File: config.mk
export PLATFORM = sky130hd
export DESIGN_NAME = uart_tx64
export DESIGN_NICKNAME = d
export VERILOG_FILES = /design/src/rtl/uart_pkg.sv /design/src/rtl/uart_tx_byte.sv /design/src/rtl/uart_tx64.sv
export SDC_FILE = /design/constraint.sdc
export NUM_CORES = 1
export LEC_CHECK = 0
export ABC_CLOCK_PERIOD_IN_PS = 7180
export CAP_MARGIN = 20
export CORE_MARGIN = 1.5
export CORE_UTILIZATION = 55
export CTS_BUF_LIST = sky130_fd_sc_hd__clkbuf_8
export DETAILED_ROUTE_END_ITERATION = 12
export MAX_ROUTING_LAYER = met4
export PLACE_DENSITY = 0.84
export SLEW_MARGIN = 20
export SYNTH_ARGS = -nofsm -noshare
export SYNTH_HDL_FRONTEND = slang
export SYNTH_HIERARCHICAL = 1
export SYNTH_SLANG_ARGS = --single-unit
File: constraint.sdc
create_clock -name clk -period 7.18 [get_ports clk]
set_clock_uncertainty 0.15 [all_clocks]
set_input_delay 1.436 -clock clk [delete_from_list [all_inputs] [get_ports clk]]
set_output_delay 1.436 -clock clk [all_outputs]
set_load 0.05 [all_outputs]
File: src/rtl/uart_pkg.sv
// Shared UART definitions: frame state encodings, baud divider derivation and word size.
package uart_pkg;

  typedef enum logic [2:0] {
    ST_IDLE   = 3'd0,
    ST_START  = 3'd1,
    ST_DATA   = 3'd2,
    ST_PARITY = 3'd3,
    ST_STOP   = 3'd4
  } uart_state_e;

  localparam int BYTES_PER_WORD = 8;
  localparam int DEF_CLK_FREQ   = 50_000_000;
  localparam int DEF_UART_BPS   = 115200;

  // Clocks per bit; integer division, 434 at the default clock and baud.
  function automatic int calc_bps_cnt(input int clk_freq, input int uart_bps);
    return clk_freq / uart_bps;
  endfunction

endpackage

File: src/rtl/uart_tx_byte.sv
// Single-byte 8N1 frame generator with baud counter; optional even parity via UART_TX_PARITY_EN.
// A start strobe in the final stop-bit clock chains the next frame with no gap.
module uart_tx_byte
  import uart_pkg::*;
#(
  parameter int BPS_CNT = 434
) (
  input  logic       clk,
  input  logic       rst_n,
  input  logic [7:0] byte_in,
  input  logic       start,
  output logic       uart_txd,
  output logic       byte_done
);

  localparam int CNT_W = (BPS_CNT > 1) ? $clog2(BPS_CNT) : 1;
  localparam logic [CNT_W-1:0] CNT_LAST = CNT_W'(BPS_CNT - 1);

  uart_state_e      state, state_nxt;
  logic [CNT_W-1:0] baud_cnt, baud_cnt_nxt;
  logic [2:0]       bit_idx, bit_idx_nxt;
  logic [2:0]       bit_inc;
  logic [7:0]       byte_reg;
  logic             txd_nxt;
  logic             load;
  logic             baud_end;

  assign baud_end = (baud_cnt == CNT_LAST);
  assign bit_inc  = bit_idx + 3'd1;

  always_ff @(posedge clk) begin
    if (!rst_n) begin
      state    <= ST_IDLE;
      baud_cnt <= '0;
      bit_idx  <= '0;
      uart_txd <= 1'b1;
    end else begin
      state    <= state_nxt;
      baud_cnt <= baud_cnt_nxt;
      bit_idx  <= bit_idx_nxt;
      uart_txd <= txd_nxt;
    end
  end

  always_ff @(posedge clk) begin
    if (load) byte_reg <= byte_in;
  end

  // uart_txd is registered from the next-state decision, so the line changes on the same edge as the state.
  always_comb begin
    state_nxt    = state;
    bit_idx_nxt  = bit_idx;
    txd_nxt      = uart_txd;
    load         = 1'b0;
    byte_done    = 1'b0;
    baud_cnt_nxt = (state == ST_IDLE || baud_end) ? '0 : baud_cnt + 1'b1;
    case (state)
      ST_IDLE: begin
        txd_nxt = 1'b1;
        if (start) begin
          state_nxt = ST_START;
          txd_nxt   = 1'b0;
          load      = 1'b1;
        end
      end
      ST_START: begin
        if (baud_end) begin
          state_nxt   = ST_DATA;
          bit_idx_nxt = 3'd0;
          txd_nxt     = byte_reg[0];
        end
      end
      ST_DATA: begin
        if (baud_end) begin
          if (bit_idx == 3'd7) begin
`ifdef UART_TX_PARITY_EN
            state_nxt = ST_PARITY;
            txd_nxt   = ^byte_reg;
`else
            state_nxt = ST_STOP;
            txd_nxt   = 1'b1;
`endif
          end else begin
            bit_idx_nxt = bit_inc;
            txd_nxt     = byte_reg[bit_inc];
          end
        end
      end
`ifdef UART_TX_PARITY_EN
      ST_PARITY: begin
        if (baud_end) begin
          state_nxt = ST_STOP;
          txd_nxt   = 1'b1;
        end
      end
`endif
      ST_STOP: begin
        if (baud_end) begin
          byte_done = 1'b1;
          if (start) begin
            state_nxt = ST_START;
            txd_nxt   = 1'b0;
            load      = 1'b1;
          end else begin
            state_nxt = ST_IDLE;
          end
        end
      end
      default: begin
        state_nxt = ST_IDLE;
        txd_nxt   = 1'b1;
      end
    endcase
  end

endmodule

File: src/rtl/uart_tx64.sv
// 64-bit word UART transmitter: eight back-to-back frames, LSB byte first, done pulse after the last stop bit.
// Define UART_TX_PARITY_EN to add an even-parity bit to every frame.
module uart_tx64
  import uart_pkg::*;
#(
  parameter int CLK_FREQ = DEF_CLK_FREQ,
  parameter int UART_BPS = DEF_UART_BPS
) (
  input  logic        clk,
  input  logic        rst_n,
  input  logic [63:0] data_in,
  input  logic        data_in_valid,
  output logic        tx_ready,
  output logic        uart_txd,
  output logic        data_send_done
);

  localparam int BPS_CNT = calc_bps_cnt(CLK_FREQ, UART_BPS);
  localparam logic [2:0] LAST_BYTE = 3'(BYTES_PER_WORD - 1);

  // Byte 0 goes straight from data_in into the frame engine, so only bytes 1..7 are held here.
  logic [55:0] word_sr;
  logic [2:0]  byte_idx;
  logic        accept;
  logic        byte_done;
  logic        next_byte;
  logic        byte_start;
  logic [7:0]  byte_sel;

  assign accept     = tx_ready && data_in_valid;
  assign next_byte  = byte_done && (byte_idx != LAST_BYTE);
  assign byte_start = accept || next_byte;
  assign byte_sel   = accept ? data_in[7:0] : word_sr[7:0];

  always_ff @(posedge clk) begin
    if (!rst_n) begin
      tx_ready       <= 1'b1;
      data_send_done <= 1'b0;
      byte_idx       <= '0;
    end else begin
      data_send_done <= 1'b0;
      if (accept) begin
        tx_ready <= 1'b0;
        byte_idx <= '0;
      end else if (next_byte) begin
        byte_idx <= byte_idx + 3'd1;
      end else if (byte_done) begin
        tx_ready       <= 1'b1;
        data_send_done <= 1'b1;
      end
    end
  end

  always_ff @(posedge clk) begin
    if (accept) begin
      word_sr <= data_in[63:8];
    end else if (next_byte) begin
      word_sr <= {8'h00, word_sr[55:8]};
    end
  end

  uart_tx_byte #(
    .BPS_CNT (BPS_CNT)
  ) u_tx_byte (
    .clk       (clk),
    .rst_n     (rst_n),
    .byte_in   (byte_sel),
    .start     (byte_start),
    .uart_txd  (uart_txd),
    .byte_done (byte_done)
  );

endmodule

==> results.yml <==
status:
  status: "complete, no violations"
clock_tree:
  cts_made_buffers: 9
  htreeDepth: 3
  clockRootBuffer: "clkbuf_8"
  clkLatencyLatePin_ps: 340
  cts_tree: "done"
  clockBufferDepth: 2
  postCtsSetupBuffers: 0
  cts_resized: 0
  clk_pin_slew_ps: 80
  cts_hold_buf: 0
  numClockSinks: 85
floorplanning:
  std_cell_rows: 30
  dieArea_um2: 7540
  initial_utilization_pct: 56.9
  io_pins: 70
  die_h_um: 86.8
  core_um2: 6790
  die_x_um: 86.8
sta:
  hold_viol: 0
  final.min_clock_period_ps: 4270
  drv_slew: 0
  layout_setup_ws_ps: 2910
  worst_pin_slew_ps: 736
  holdWs_ps: 326
  relSlewSlack_pct: 50.9
  min_period_over_period_pct: 59.4
  rsz0062_at_grt: "no"
  setup_tns_ps: 0
  max_freq_mhz: 234
  setup_viol: 0
power_and_ir_drop:
  combPwrFrac_pct: 12.5
  p_per_area_nw_per_um2: 207
  leakage_nw: 1.67
  vdd_drop_max_v: 0.000123
  pwr-share-seq_pct: 59.0
  swShare_pct: 22.2
  internal_power_uw: 767
  pwr-share-clk_pct: 28.4
  switching_power_uw: 219
  power.total_uw: 985
grt:
  first_global_vias: 2306
  antenna_found_initial: 0
  grt_usage_pct: 20.0
  grt_max_degree: 60
  globalRouteOverflowTotal: 0
  grt_pass1_wl_um: 10900
synthesis:
  async_reset_ff_share_pct: 0
  syn_inst: 260
  synth_ff_type: "edfxtp_1"
  synth_area_leader_cell: "edfxtp_1"
  syn_area_per_cell_um2: 14.9
  yosysTopAreaCellShare_pct: 49.7
  synth_edf_count: 64
  synth-warning-count: 6
  ys_top_cells_by_area: "edfxtp_1, mux2_2, dfxtp_1"
  syn_area_um2: 3870
  synth_seq_cells: 85
  synth_nets: 333
  synth.distinct_cells: 47
  seq_area_frac_synth_pct: 60.6
place:
  dp_cells: 416
  portBuffers: 69
  place_congestion: 0.806
  pre_cts_ws_ps: 2570
  dp_hpwl_um: 4660
  placed_cell_area_um2: 4600
detailed_routing:
  vias: 2298
  dr.pass1.iters: 4
  wl_per_cell_um: 15.5
  wl_met2_um: 3250
  drc: 0
  wl_met1_um: 2930
  routed_wl_um: 6680
  vias_per_cell: 5.33
  met3WireLength_um: 381
  first_iter_violations: 189
  top_layer: "met4"
  ant_nets: 0
worst_setup_path:
  r2r-start: "u_tx_byte/baud_cnt[0]$_SDFF_PP0_"
  setup.worst_path.start_class: "primary input"
  cp.required_ps: 7050
  r2r_slack_ps: 3650
  cp.arrival_ps: 4130
  crit_type: "in2reg"
  cp-end-kind: "register"
  ff2ff_path_depth: 8
  timing.rr.end: "u_tx_byte/byte_reg[3]$_DFFE_PP_"
  critPathMaxFanout: 59
final_layout:
  layout-drive-gt1-share_pct: 24.5
  final_net_count: 404
  largest_reg_flops: 56
  final_cell_mix: "clkdlybuf4s50_1, edfxtp_1, mux2_2"
  area_growth_syn_to_layout_pct: 23.0
  mostFrequentLayoutCell: "clkdlybuf4s50_1"
  diodes: 0
  stdcell_count: 431
  finish.utilization_pct: 70.0
  finish.instance_area_um2: 4760
flow_run:
  drv_cap: 0
worst_hold_path:
  hold_depth: 2
  hold_path.class: "reg2reg"
  min_from: "u_tx_byte/bit_idx[2]$_SDFFE_PN0P_"
  hold-path-endpoint: "u_tx_byte/bit_idx[2]$_SDFFE_PN0P_"
==> layout make-up <==
cell class              instances  area (µm²)
flip-flops and latches         85        2340
fillers                       472        2040
multi-input cells             159        1410
repair buffers                 71         706
clock buffers                   9         124
well taps                      96         120
clock inverters                 6        32.5
inverters                       5        18.8
==> power by group through the flow <==
stage          sequential (mW)  combinational, mW  clock, mW
2_1_floorplan            0.592             0.0744          0
3_3_place_gp             0.591              0.121          0
3_5_place_dp             0.594              0.124          0
4_1_cts                  0.582              0.125      0.288
5_1_grt                  0.585              0.134      0.310
6_report                 0.582              0.124      0.280
==> worst max path at each step <==
stage,to,slack (ps),depth (start not counted),startpoint
2_1_floorplan,u_tx_byte/uart_txd$_SDFFE_PN1P_,2860,9,data_in_valid
3_3_place_gp,u_tx_byte/byte_reg[1]$_DFFE_PP_,2640,6,data_in_valid
3_5_place_dp,u_tx_byte/byte_reg[5]$_DFFE_PP_,2570,6,data_in_valid
4_1_cts,u_tx_byte/byte_reg[3]$_DFFE_PP_,2920,6,data_in_valid
5_1_grt,u_tx_byte/byte_reg[3]$_DFFE_PP_,2730,6,data_in_valid
6_report,u_tx_byte/byte_reg[3]$_DFFE_PP_,2910,6,data_in_valid
==> per-layer routing <==
metal / track usage [%] / vias to the layer above
met1: 25.2 / 1084
met2: 31.6 / 76
met3: 4.00 / 10
li1: - / 1128
met4: 8.36 / 0
met5: - / -
==> Yosys cell counts (2+ instances only) <==
cell       n
nand3_1    7
xor2_1     6
o21ai_0    3
a21oi_1    3
buf_4      4
and3_1    11
a21boi_1   2
edfxtp_1  64
and4_1     2
mux2_4     8
nand2b_1   3
nor2_1    17
ha_1       6
xnor2_1    2
mux2_2    52
nand2_1    6
inv_1      5
nor2b_1    2
nor3b_1    4
mux2i_1    2
clkbuf_1   2
buf_6      3
dfxtp_1   21
nand4_1    2
==> cells by family (layout without fill, tap and decap cells) <==
family	count (synthesis)	after routing	synth area share (%)
XOR/XNOR	8	8	1.81
buffers and inverters	16	91	2.91
AND/OR/NAND/NOR	65	65	9.64
multiplexers	63	63	19.4
AO/OA/AOI/OAI	17	17	3.75
flip-flops	85	85	60.6
adder cells (fa/ha/maj)	6	6	1.94
==> worst max-delay path, stage by stage <==
cell and delay [ps]:
clkdlybuf4s50_1 570, and2_2 170, buf_4 590, or2_2 260, buf_4 580, and3_1 490
(Power assumes the default switching activity.)
